===== src/rtl/muldiv_seq_if.sv =====
// -----------------------------------------------------------------------------
// muldiv_seq_if
// Handshake and operand bundle between the control unit / datapath and the
// sequential multiply/divide unit.
//   start  : launch request (master -> slave)
//   kill   : abort the operation in flight (master -> slave)
//   funct3 : RISC-V M-extension operation select (master -> slave)
//   op_w   : word-form select (master -> slave)
//   A, B   : rs1 / rs2 operands (master -> slave)
//   busy   : operation in flight (slave -> master)
//   done   : one-cycle result-valid pulse (slave -> master)
//   S      : result, held until the next accepted start (slave -> master)
// -----------------------------------------------------------------------------
interface muldiv_seq_if #(
    parameter int XLEN = 64
);
    logic            start;
    logic            kill;
    logic [2:0]      funct3;
    logic            op_w;
    logic [XLEN-1:0] A;
    logic [XLEN-1:0] B;
    logic            busy;
    logic            done;
    logic [XLEN-1:0] S;

    modport master (
        output start, kill, funct3, op_w, A, B,
        input  busy, done, S
    );

    modport slave (
        input  start, kill, funct3, op_w, A, B,
        output busy, done, S
    );
endinterface


===== src/rtl/muldiv_seq.sv =====
// -----------------------------------------------------------------------------
// muldiv_seq
// Multicycle RV32M/RV64M multiply/divide unit. Multiplies by shift-add into a
// double-width product register and divides by restoring shift-subtract, one
// iteration per clock. Signed operands are reduced to magnitudes at launch and
// the result sign is restored in the DONE state.
// Ports:
//   clock : rising-edge clock
//   reset : asynchronous active-low reset
//   bus   : muldiv_seq_if slave modport (start/kill/funct3/op_w/A/B in,
//           busy/done/S out; all outputs registered)
// The XLEN parameter must match the XLEN of the connected interface.
// -----------------------------------------------------------------------------
module muldiv_seq #(
    parameter int XLEN      = 64,
    parameter bit W_SUPPORT = 1'b1
) (
    input  logic        clock,
    input  logic        reset,
    muldiv_seq_if.slave bus
);
    // Word forms only exist on a 64-bit datapath.
    localparam bit W_EN = (XLEN == 64) && W_SUPPORT;
    localparam logic [6:0] N_FULL = 7'(XLEN);
    localparam logic [6:0] N_WORD = 7'd32;

    typedef enum logic [1:0] {
        IDLE = 2'b00,
        CALC = 2'b01,
        DONE = 2'b10
    } state_t;

    function automatic logic [XLEN-1:0] sext32(input logic [31:0] x);
        logic [XLEN-1:0] r;
        r       = {XLEN{x[31]}};
        r[31:0] = x;
        return r;
    endfunction

    function automatic logic [XLEN-1:0] zext32(input logic [31:0] x);
        logic [XLEN-1:0] r;
        r       = {XLEN{1'b0}};
        r[31:0] = x;
        return r;
    endfunction

    state_t            state_q, state_d;
    logic [6:0]        cnt_q, cnt_d;
    logic [2:0]        fn_q, fn_d;
    logic              w_q, w_d;
    logic              qneg_q, qneg_d;   // negate product / quotient
    logic              rneg_q, rneg_d;   // negate remainder
    logic              fast_q, fast_d;   // acc_q already holds the final result
    logic [2*XLEN-1:0] acc_q, acc_d;     // product accumulator / fast result
    logic [2*XLEN-1:0] mcand_q, mcand_d; // multiplicand, shifted left per step
    logic [XLEN-1:0]   opb_q, opb_d;     // multiplier (shifted right) or divisor
    logic [XLEN-1:0]   quo_q, quo_d;     // dividend bits shifting out, quotient in
    logic [XLEN-1:0]   rem_q, rem_d;
    logic              busy_q, busy_d;
    logic              done_q, done_d;
    logic [XLEN-1:0]   s_q, s_d;

    // Launch-time operand decode
    logic              w_s;
    logic [2:0]        fn_s;
    logic              sgn_a_s, sgn_b_s, neg_a_s, neg_b_s;
    logic [XLEN-1:0]   a_ext_s, b_ext_s, a_mag_s, b_mag_s, a_res_s, min_n_s;
    logic              div_zero_s, div_ovf_s;

    // Iteration datapath and result correction
    logic [XLEN:0]     div_sh_s;
    logic [XLEN-1:0]   div_diff_s;
    logic              div_ge_s;
    logic [2*XLEN-1:0] prod_s;
    logic [XLEN-1:0]   quo_s, rem_s, raw_s, res_s;

    // Decode operation and operands presented on the bus for a possible launch.
    always_comb begin
        w_s  = W_EN && bus.op_w;
        // Illegal word-form multiplies (001..011) run as MULW.
        fn_s = (w_s && !bus.funct3[2]) ? 3'b000 : bus.funct3;
        case (fn_s)
            3'b000, 3'b001, 3'b100, 3'b110: begin sgn_a_s = 1'b1; sgn_b_s = 1'b1; end
            3'b010:                         begin sgn_a_s = 1'b1; sgn_b_s = 1'b0; end
            3'b011, 3'b101, 3'b111:         begin sgn_a_s = 1'b0; sgn_b_s = 1'b0; end
            default:                        begin sgn_a_s = 1'b0; sgn_b_s = 1'b0; end
        endcase
        if (w_s) begin
            a_ext_s = sgn_a_s ? sext32(bus.A[31:0]) : zext32(bus.A[31:0]);
            b_ext_s = sgn_b_s ? sext32(bus.B[31:0]) : zext32(bus.B[31:0]);
            a_res_s = sext32(bus.A[31:0]);
            min_n_s = sext32(32'h8000_0000);
        end else begin
            a_ext_s = bus.A;
            b_ext_s = bus.B;
            a_res_s = bus.A;
            min_n_s = {1'b1, {(XLEN-1){1'b0}}};
        end
        neg_a_s    = sgn_a_s && a_ext_s[XLEN-1];
        neg_b_s    = sgn_b_s && b_ext_s[XLEN-1];
        a_mag_s    = neg_a_s ? -a_ext_s : a_ext_s;
        b_mag_s    = neg_b_s ? -b_ext_s : b_ext_s;
        div_zero_s = fn_s[2] && (b_ext_s == {XLEN{1'b0}});
        div_ovf_s  = fn_s[2] && !fn_s[0] && (a_ext_s == min_n_s) && (b_ext_s == {XLEN{1'b1}});
    end

    // Restoring-division step and sign-corrected result selection.
    always_comb begin
        div_sh_s   = {rem_q, quo_q[XLEN-1]};
        div_ge_s   = (div_sh_s >= {1'b0, opb_q});
        // Only used when div_ge_s holds, so the difference fits in XLEN bits.
        div_diff_s = div_sh_s[XLEN-1:0] - opb_q;
        prod_s     = qneg_q ? -acc_q : acc_q;
        quo_s      = qneg_q ? -quo_q : quo_q;
        rem_s      = rneg_q ? -rem_q : rem_q;
        case (fn_q)
            3'b000:                 raw_s = prod_s[XLEN-1:0];
            3'b001, 3'b010, 3'b011: raw_s = prod_s[2*XLEN-1:XLEN];
            3'b100, 3'b101:         raw_s = quo_s;
            3'b110, 3'b111:         raw_s = rem_s;
            default:                raw_s = {XLEN{1'b0}};
        endcase
        if (fast_q) begin
            res_s = acc_q[XLEN-1:0];
        end else if (w_q) begin
            res_s = sext32(raw_s[31:0]);
        end else begin
            res_s = raw_s;
        end
    end

    // Next-state and datapath-update logic for the IDLE/CALC/DONE sequencer.
    always_comb begin
        state_d = state_q;
        cnt_d   = cnt_q;
        fn_d    = fn_q;
        w_d     = w_q;
        qneg_d  = qneg_q;
        rneg_d  = rneg_q;
        fast_d  = fast_q;
        acc_d   = acc_q;
        mcand_d = mcand_q;
        opb_d   = opb_q;
        quo_d   = quo_q;
        rem_d   = rem_q;
        busy_d  = busy_q;
        done_d  = 1'b0;
        s_d     = s_q;
        case (state_q)
            IDLE: begin
                busy_d = 1'b0;
                if (bus.start && !bus.kill) begin
                    fn_d    = fn_s;
                    w_d     = w_s;
                    qneg_d  = neg_a_s ^ neg_b_s;
                    rneg_d  = neg_a_s;
                    cnt_d   = w_s ? N_WORD : N_FULL;
                    mcand_d = {{XLEN{1'b0}}, a_mag_s};
                    opb_d   = b_mag_s;
                    // Left-align a word dividend so its MSB is shifted out first.
                    quo_d   = w_s ? (a_mag_s << (XLEN - 32)) : a_mag_s;
                    rem_d   = {XLEN{1'b0}};
                    busy_d  = 1'b1;
                    if (div_zero_s || div_ovf_s) begin
                        fast_d  = 1'b1;
                        state_d = DONE;
                        if (fn_s[1]) begin
                            acc_d = div_zero_s ? {{XLEN{1'b0}}, a_res_s} : {(2*XLEN){1'b0}};
                        end else begin
                            acc_d = div_zero_s ? {{XLEN{1'b0}}, {XLEN{1'b1}}} : {{XLEN{1'b0}}, a_res_s};
                        end
                    end else begin
                        fast_d  = 1'b0;
                        state_d = CALC;
                        acc_d   = {(2*XLEN){1'b0}};
                    end
                end else begin
                    state_d = IDLE;
                end
            end
            CALC: begin
                if (bus.kill) begin
                    state_d = IDLE;
                    busy_d  = 1'b0;
                end else begin
                    cnt_d = cnt_q - 7'd1;
                    if (fn_q[2]) begin
                        if (div_ge_s) begin
                            rem_d = div_diff_s;
                            quo_d = {quo_q[XLEN-2:0], 1'b1};
                        end else begin
                            rem_d = div_sh_s[XLEN-1:0];
                            quo_d = {quo_q[XLEN-2:0], 1'b0};
                        end
                    end else begin
                        if (opb_q[0]) begin
                            acc_d = acc_q + mcand_q;
                        end else begin
                            acc_d = acc_q;
                        end
                        mcand_d = mcand_q << 1;
                        opb_d   = opb_q >> 1;
                    end
                    if (cnt_q == 7'd1) begin
                        state_d = DONE;
                    end else begin
                        state_d = CALC;
                    end
                end
            end
            DONE: begin
                state_d = IDLE;
                busy_d  = 1'b0;
                if (bus.kill) begin
                    done_d = 1'b0;
                    s_d    = s_q;
                end else begin
                    done_d = 1'b1;
                    s_d    = res_s;
                end
            end
            default: begin
                state_d = IDLE;
                busy_d  = 1'b0;
            end
        endcase
    end

    // State and datapath registers with asynchronous active-low reset.
    always_ff @(posedge clock or negedge reset) begin
        if (!reset) begin
            state_q <= IDLE;
            cnt_q   <= 7'd0;
            fn_q    <= 3'd0;
            w_q     <= 1'b0;
            qneg_q  <= 1'b0;
            rneg_q  <= 1'b0;
            fast_q  <= 1'b0;
            acc_q   <= {(2*XLEN){1'b0}};
            mcand_q <= {(2*XLEN){1'b0}};
            opb_q   <= {XLEN{1'b0}};
            quo_q   <= {XLEN{1'b0}};
            rem_q   <= {XLEN{1'b0}};
            busy_q  <= 1'b0;
            done_q  <= 1'b0;
            s_q     <= {XLEN{1'b0}};
        end else begin
            state_q <= state_d;
            cnt_q   <= cnt_d;
            fn_q    <= fn_d;
            w_q     <= w_d;
            qneg_q  <= qneg_d;
            rneg_q  <= rneg_d;
            fast_q  <= fast_d;
            acc_q   <= acc_d;
            mcand_q <= mcand_d;
            opb_q   <= opb_d;
            quo_q   <= quo_d;
            rem_q   <= rem_d;
            busy_q  <= busy_d;
            done_q  <= done_d;
            s_q     <= s_d;
        end
    end

    assign bus.busy = busy_q;
    assign bus.done = done_q;
    assign bus.S    = s_q;

endmodule


===== src/flat_wrapper.sv =====
// flat-port wrapper written by rule: the top's interface ports become plain ports
module muldiv_seq_flat 
#(
    parameter int XLEN      = 64,
    parameter bit W_SUPPORT = 1'b1
)
  (clock, reset, bus_start, bus_kill, bus_funct3, bus_op_w, bus_A, bus_B, bus_busy, bus_done, bus_S);
  muldiv_seq_if #(.XLEN(XLEN)) bus_i ();
  input  logic clock;
  input  logic reset;
  input wire logic [$bits(bus_i.start)-1:0] bus_start;
  input wire logic [$bits(bus_i.kill)-1:0] bus_kill;
  input wire logic [$bits(bus_i.funct3)-1:0] bus_funct3;
  input wire logic [$bits(bus_i.op_w)-1:0] bus_op_w;
  input wire logic [$bits(bus_i.A)-1:0] bus_A;
  input wire logic [$bits(bus_i.B)-1:0] bus_B;
  output wire logic [$bits(bus_i.busy)-1:0] bus_busy;
  output wire logic [$bits(bus_i.done)-1:0] bus_done;
  output wire logic [$bits(bus_i.S)-1:0] bus_S;
  assign bus_i.start = bus_start;
  assign bus_i.kill = bus_kill;
  assign bus_i.funct3 = bus_funct3;
  assign bus_i.op_w = bus_op_w;
  assign bus_i.A = bus_A;
  assign bus_i.B = bus_B;
  assign bus_busy = bus_i.busy;
  assign bus_done = bus_i.done;
  assign bus_S = bus_i.S;
  muldiv_seq #(.XLEN(XLEN), .W_SUPPORT(W_SUPPORT)) u_core (.clock(clock), .reset(reset), .bus(bus_i));
endmodule

===== config.mk =====
export PLATFORM = sky130hd
export DESIGN_NAME = muldiv_seq_flat
export DESIGN_NICKNAME = d
export VERILOG_FILES = /design/src/rtl/muldiv_seq_if.sv /design/src/rtl/muldiv_seq.sv /design/src/flat_wrapper.sv
export SDC_FILE = /design/constraint.sdc
export NUM_CORES = 2
export LEC_CHECK = 0
export BUFFER_PORTS_ARGS = -buffer_cell sky130_fd_sc_hd__buf_2
export CORE_ASPECT_RATIO = 1.5
export CORE_MARGIN = 3
export CORE_UTILIZATION = 64
export CTS_CLUSTER_DIAMETER = 60
export DETAILED_ROUTE_END_ITERATION = 8
export GPL_TIMING_DRIVEN = 0
export HOLD_SLACK_MARGIN = 0.03
export PLACE_DENSITY = 0.9
export SYNTH_ARGS = -nofsm -noshare
export SYNTH_HDL_FRONTEND = slang
export SYNTH_SLANG_ARGS = --single-unit

===== constraint.sdc =====
create_clock -name clock -period 5.15 [get_ports clock]
set_input_delay 0.7725 -clock clock [delete_from_list [all_inputs] [get_ports clock]]
set_output_delay 0.7725 -clock clock [all_outputs]
set_load 0.02 [all_outputs]

==> results.yml, run 1 <==
floorplan:
  die-height_um: 336
  start_util: 0.648
  io-pin-count: 202
  num_rows: 120
  die_width_um: 226
placement:
  portBuffers: 198
  placed_area_um2: 48700
  dpl.hpwl_um: 184000
  gp_congestion: 1.27
yosys:
  synth_largest_area_cell: "dfrtp_1"
  syn_area_per_cell_um2: 7.64
  synth_area_leaders: "dfrtp_1, o21ai_0, nand2_1"
  synth_top_flop_cell: "dfrtp_1"
  synth_cells: 6079
  syn_nets: 6416
  synth_seq_area_share: 0.286
  synthesis.area_um2: 46400
  synth.top_cell.area_share: 0.286
  synth_cell_types: 95
  synth-seq-cells: 530
  synth_edf_count: 0
  postSynth.asyncResetShare: 1.00
  yosysWarnings: 0
clock_tree:
  cts_root_buf: "clkbuf_16"
  numCtsBuffers: 55
  cts_sinks: 530
  post_cts_buffers: 0
  htree_levels: 2
  cts.path.max_buffers: 3
global_routing:
  grt_overflow: 14
  grt_pass1_wl_um: 369000
  grt_pass1_vias: 55596
  grt_max_degree: 121
  grt_usage: 0.657
outcome:
  error_line: "[ERROR GRT-0116] Global routing finished with congestion. Check the congestion regions in the DRC Viewer."
  status: "did not finish"
  haltStage: "global routing"
==> timing repair <==
item	CTS
resized for setup	7
setup endpoints to repair	68
hold buffers	1
endpoints found under the hold margin	18
==> logic make-up after synthesis <==
family          synth area share
buf+inv                   0.0462
flops                      0.286
compound gates             0.290
fa+ha+maj                 0.0545
simple gates               0.204
xor+xnor                  0.0975
mux                       0.0220
==> synth_stat cells, types with 63 or more instances <==
cell type and instances:
o31ai_1 122, nand3_1 103, a221oi_1 63, a22o_1 68
a21o_1 124, ha_1 199, a21oi_1 483, or3_1 89
nand2_1 793, a31oi_1 67, xor2_1 227, inv_1 160
o21ai_0 716, dfrtp_1 530, nand4_1 108, nor2_1 459
o211ai_1 88, xnor2_1 290, nor3_1 103, clkbuf_1 351
mux2i_1 100
==> routing by layer <==
| metal | GRT usage | overflow |
|---|---|---|
| met5 | 0.0335 | 0 |
| met4 | 0.732 | 8 |
| met3 | 0.375 | 0 |
| met2 | 0.900 | 6 |
| met1 | 0.651 | 0 |
==> stage by stage <==
stage	hold WS (ns)	worst slack (ns)	cells	utilization
2_1_floorplan	0.449	1.23	6079	-
3_3_place_gp	0.463	-7.46	7192	0.678
3_5_place_dp	0.471	-0.672	7198	0.680
4_1_cts	0.397	0.0161	7299	0.708
==> run 2, diff against run 1 <==
Settings changed: CORE_ASPECT_RATIO 1.5 to unset, CORE_UTILIZATION 64 to 40, CTS_CLUSTER_DIAMETER 60 to unset, HOLD_SLACK_MARGIN 0.03 to unset, PLACE_DENSITY 0.9 to unset, PLACE_DENSITY_LB_ADDON set to 0.15.
==> results.yml, run 2 <==
yosys:
  synth_seq_area_share: 0.286
  synth.top_cell.area_share: 0.286
  postSynth.asyncResetShare: 1.00
  synth_cells: 6079
  syn_nets: 6416
  synth-seq-cells: 530
  yosysWarnings: 0
  syn_area_per_cell_um2: 7.64
  synth_largest_area_cell: "dfrtp_1"
  synth_cell_types: 95
  synth_edf_count: 0
  synth_common_cells: "nand2_1, o21ai_0, dfrtp_1"
  synth_most_common_cell: "nand2_1"
  synth_top_flop_cell: "dfrtp_1"
  synth_area_leaders: "dfrtp_1, o21ai_0, nand2_1"
  synthesis.area_um2: 46400
clock_tree:
  cts_root_buf: "clkbuf_16"
  clkLatencyLatePin_ns: 0.70
  cts_tree: "built"
  numCtsBuffers: 71
  path_clk_slew_ns: 0.06
  htree_levels: 3
  cts.path.max_buffers: 3
  cts_sinks: 530
sta:
  worst_slew_pin_slew_ns: 1.49
  fmaxAchievable_mhz: 188
  hold_viol: 0
  skew_ns: 0.0373
  finalSetupViolCount: 4
  slew_headroom: -0.00142
  min_period_ns: 5.31
  rsz0062_at_grt: "no"
  setup_slack_ns: -0.157
  fin_crit_sh: 1.03
  maxSlewViolCount: 1
floorplan:
  die-height_um: 347
  num_rows: 124
  die_width_um: 347
  io-pin-count: 202
  core_um2: 115000
  start_util: 0.404
  die-area_um2: 120000
placement:
  post-place-cells: 7799
  dpl.hpwl_um: 216000
  portBuffers: 198
  gp_congestion: 1.07
setup_path:
  startpoint: "u_core.qneg_q"
  end_kind: "flop"
  rr_startpoint: "u_core.qneg_q"
  start_kind: "flop"
  required_ns: 5.74
  worstPathMaxFanout: 10
  arrival_ns: 5.90
  critical_path_class: "flop to flop"
pwr:
  ir_worst_vdd_mv: 0.452
  p_leak_nw: 22.6
  p_per_area_nw_per_um2: 546
global_routing:
  grt_pass1_wl_um: 371000
  grt_pass1_vias: 48569
  grt_max_degree: 113
  antenna_found_initial: 23
  grt_overflow: 0
  grt_usage: 0.427
layout:
  syn2layout_area_growth_pct: 12.5
  multi_input_area_um2: 31300
  reg.largest.list: "u_core.acc_q x128, u_core.mcand_q x128"
  layout.cells.non_filler: 7940
  seq_area_um2: 13300
  fin_util: 0.455
  finish.net_count: 6698
  layout-drive-gt1-share: 0.0714
  final_cell_mix: "nand2_1, o21ai_0, dfrtp_1, a21oi_1, nor2_1"
  final_common_cell: "nand2_1"
  fill_cells: 11800
drt:
  wl_per_cell_um: 33.5
  dr.pass1.iters: 6
  wirelength_um: 266000
  drt_iter0_drc: 7552
  antenna_left: 0
  vias: 52945
  vias_per_cell: 6.67
  drc: 0
min_path:
  hold_start: "bus_funct3[0]"
  hold_class: "input port to flop"
flow_run:
  maxCapViolations: 2
outcome:
  status: "finished with violations"
  violations: "max-capacitance violations, max-slew violations, negative setup slack"
==> run 2: cell type report <==
class	instances	area share
multi-input combinational	4990	0.598
sequential	530	0.254
clock buffer	100	0.0396
tap	1512	0.0362
buffer	397	0.0297
timing repair buffer	210	0.0229
inverter	161	0.0116
clock inverter	30	0.00716
antenna	10	0.000479
==> run 2: where the power goes <==
part / internal, mW / leakage, nW / switching [mW] / total [mW]
Combinational: 4.55 / 14.5 / 10.7 / 15.3
Sequential: 5.34 / 6.91 / 2.59 / 7.93
Clock: 3.12 / 1.20 / 2.19 / 5.32
==> run 2: timing repair <==
action                     4_1_cts  5_1_grt
gates resized for setup         25       35
hold endpoints to repair         7        0
setup buffers                    1        0
hold buffers                     1        0
pin swaps                        2        0
setup endpoints to repair      132       84
==> run 2: cell families (layout without fill, tap and decap cells) <==
logic type / after synthesis / in the layout / synth area share
compound gates: 2162 / 2162 / 0.290
simple gates: 2008 / 2008 / 0.204
buf+inv: 559 / 898 / 0.0462
flops: 530 / 530 / 0.286
xor+xnor: 517 / 517 / 0.0975
fa+ha+maj: 201 / 201 / 0.0545
mux: 102 / 102 / 0.0220
other cells: 0 / 10 / 0
==> run 2: worst paths after layout <==
kind                       slack, ns                to  depth (start not counted)
setup / recovery               -0.16   u_core.bus.S[6]                          8
hold / removal                  0.39    u_core.fn_q[0]                          3
setup reg to reg               -0.16   u_core.bus.S[6]                          8
hold reg to reg                 0.47   u_core.bus.busy                          2
max in group asynchronous       2.77  u_core.acc_q[10]                          5
min in group asynchronous       0.50  u_core.rem_q[27]                          2
==> run 2: metrics by stage <==
stage          area [µm²]  TNS [ns]  total power [mW]  hold WS (ns)  setup WS [ns]
3_3_place_gp        49300  -4666.86              22.2         0.456          -8.41
6_report            52200    -0.297              28.5         0.386         -0.157
5_1_grt             52200         0              29.5         0.368        0.00377
2_1_floorplan       46400         0              15.4         0.449           1.23
4_1_cts             52100         0              27.6         0.357         0.0226
3_5_place_dp        49500    -86.59              22.2         0.459          -1.51
==> run 2: worst max-delay path, stage by stage (launching register included) <==
cell	delay, ns
dfrtp_1	0.38
clkbuf_1	0.78
clkbuf_1	0.73
clkbuf_1	0.78
buf_1	1.09
o41ai_1	0.28
xnor2_1	0.75
o2111ai_1	0.26
nand3_1	0.15
==> run 2: per-layer routing <==
layer | vias up | track usage | wire length [µm]
met4 | 14 | 0.227 | 17300
li1 | 22889 | - | -
met1 | 25951 | 0.592 | 112000
met2 | 3393 | 0.593 | 105000
met5 | - | 0 | 100
met3 | 698 | 0.127 | 31900
Power figures use the tool's default switching activity.
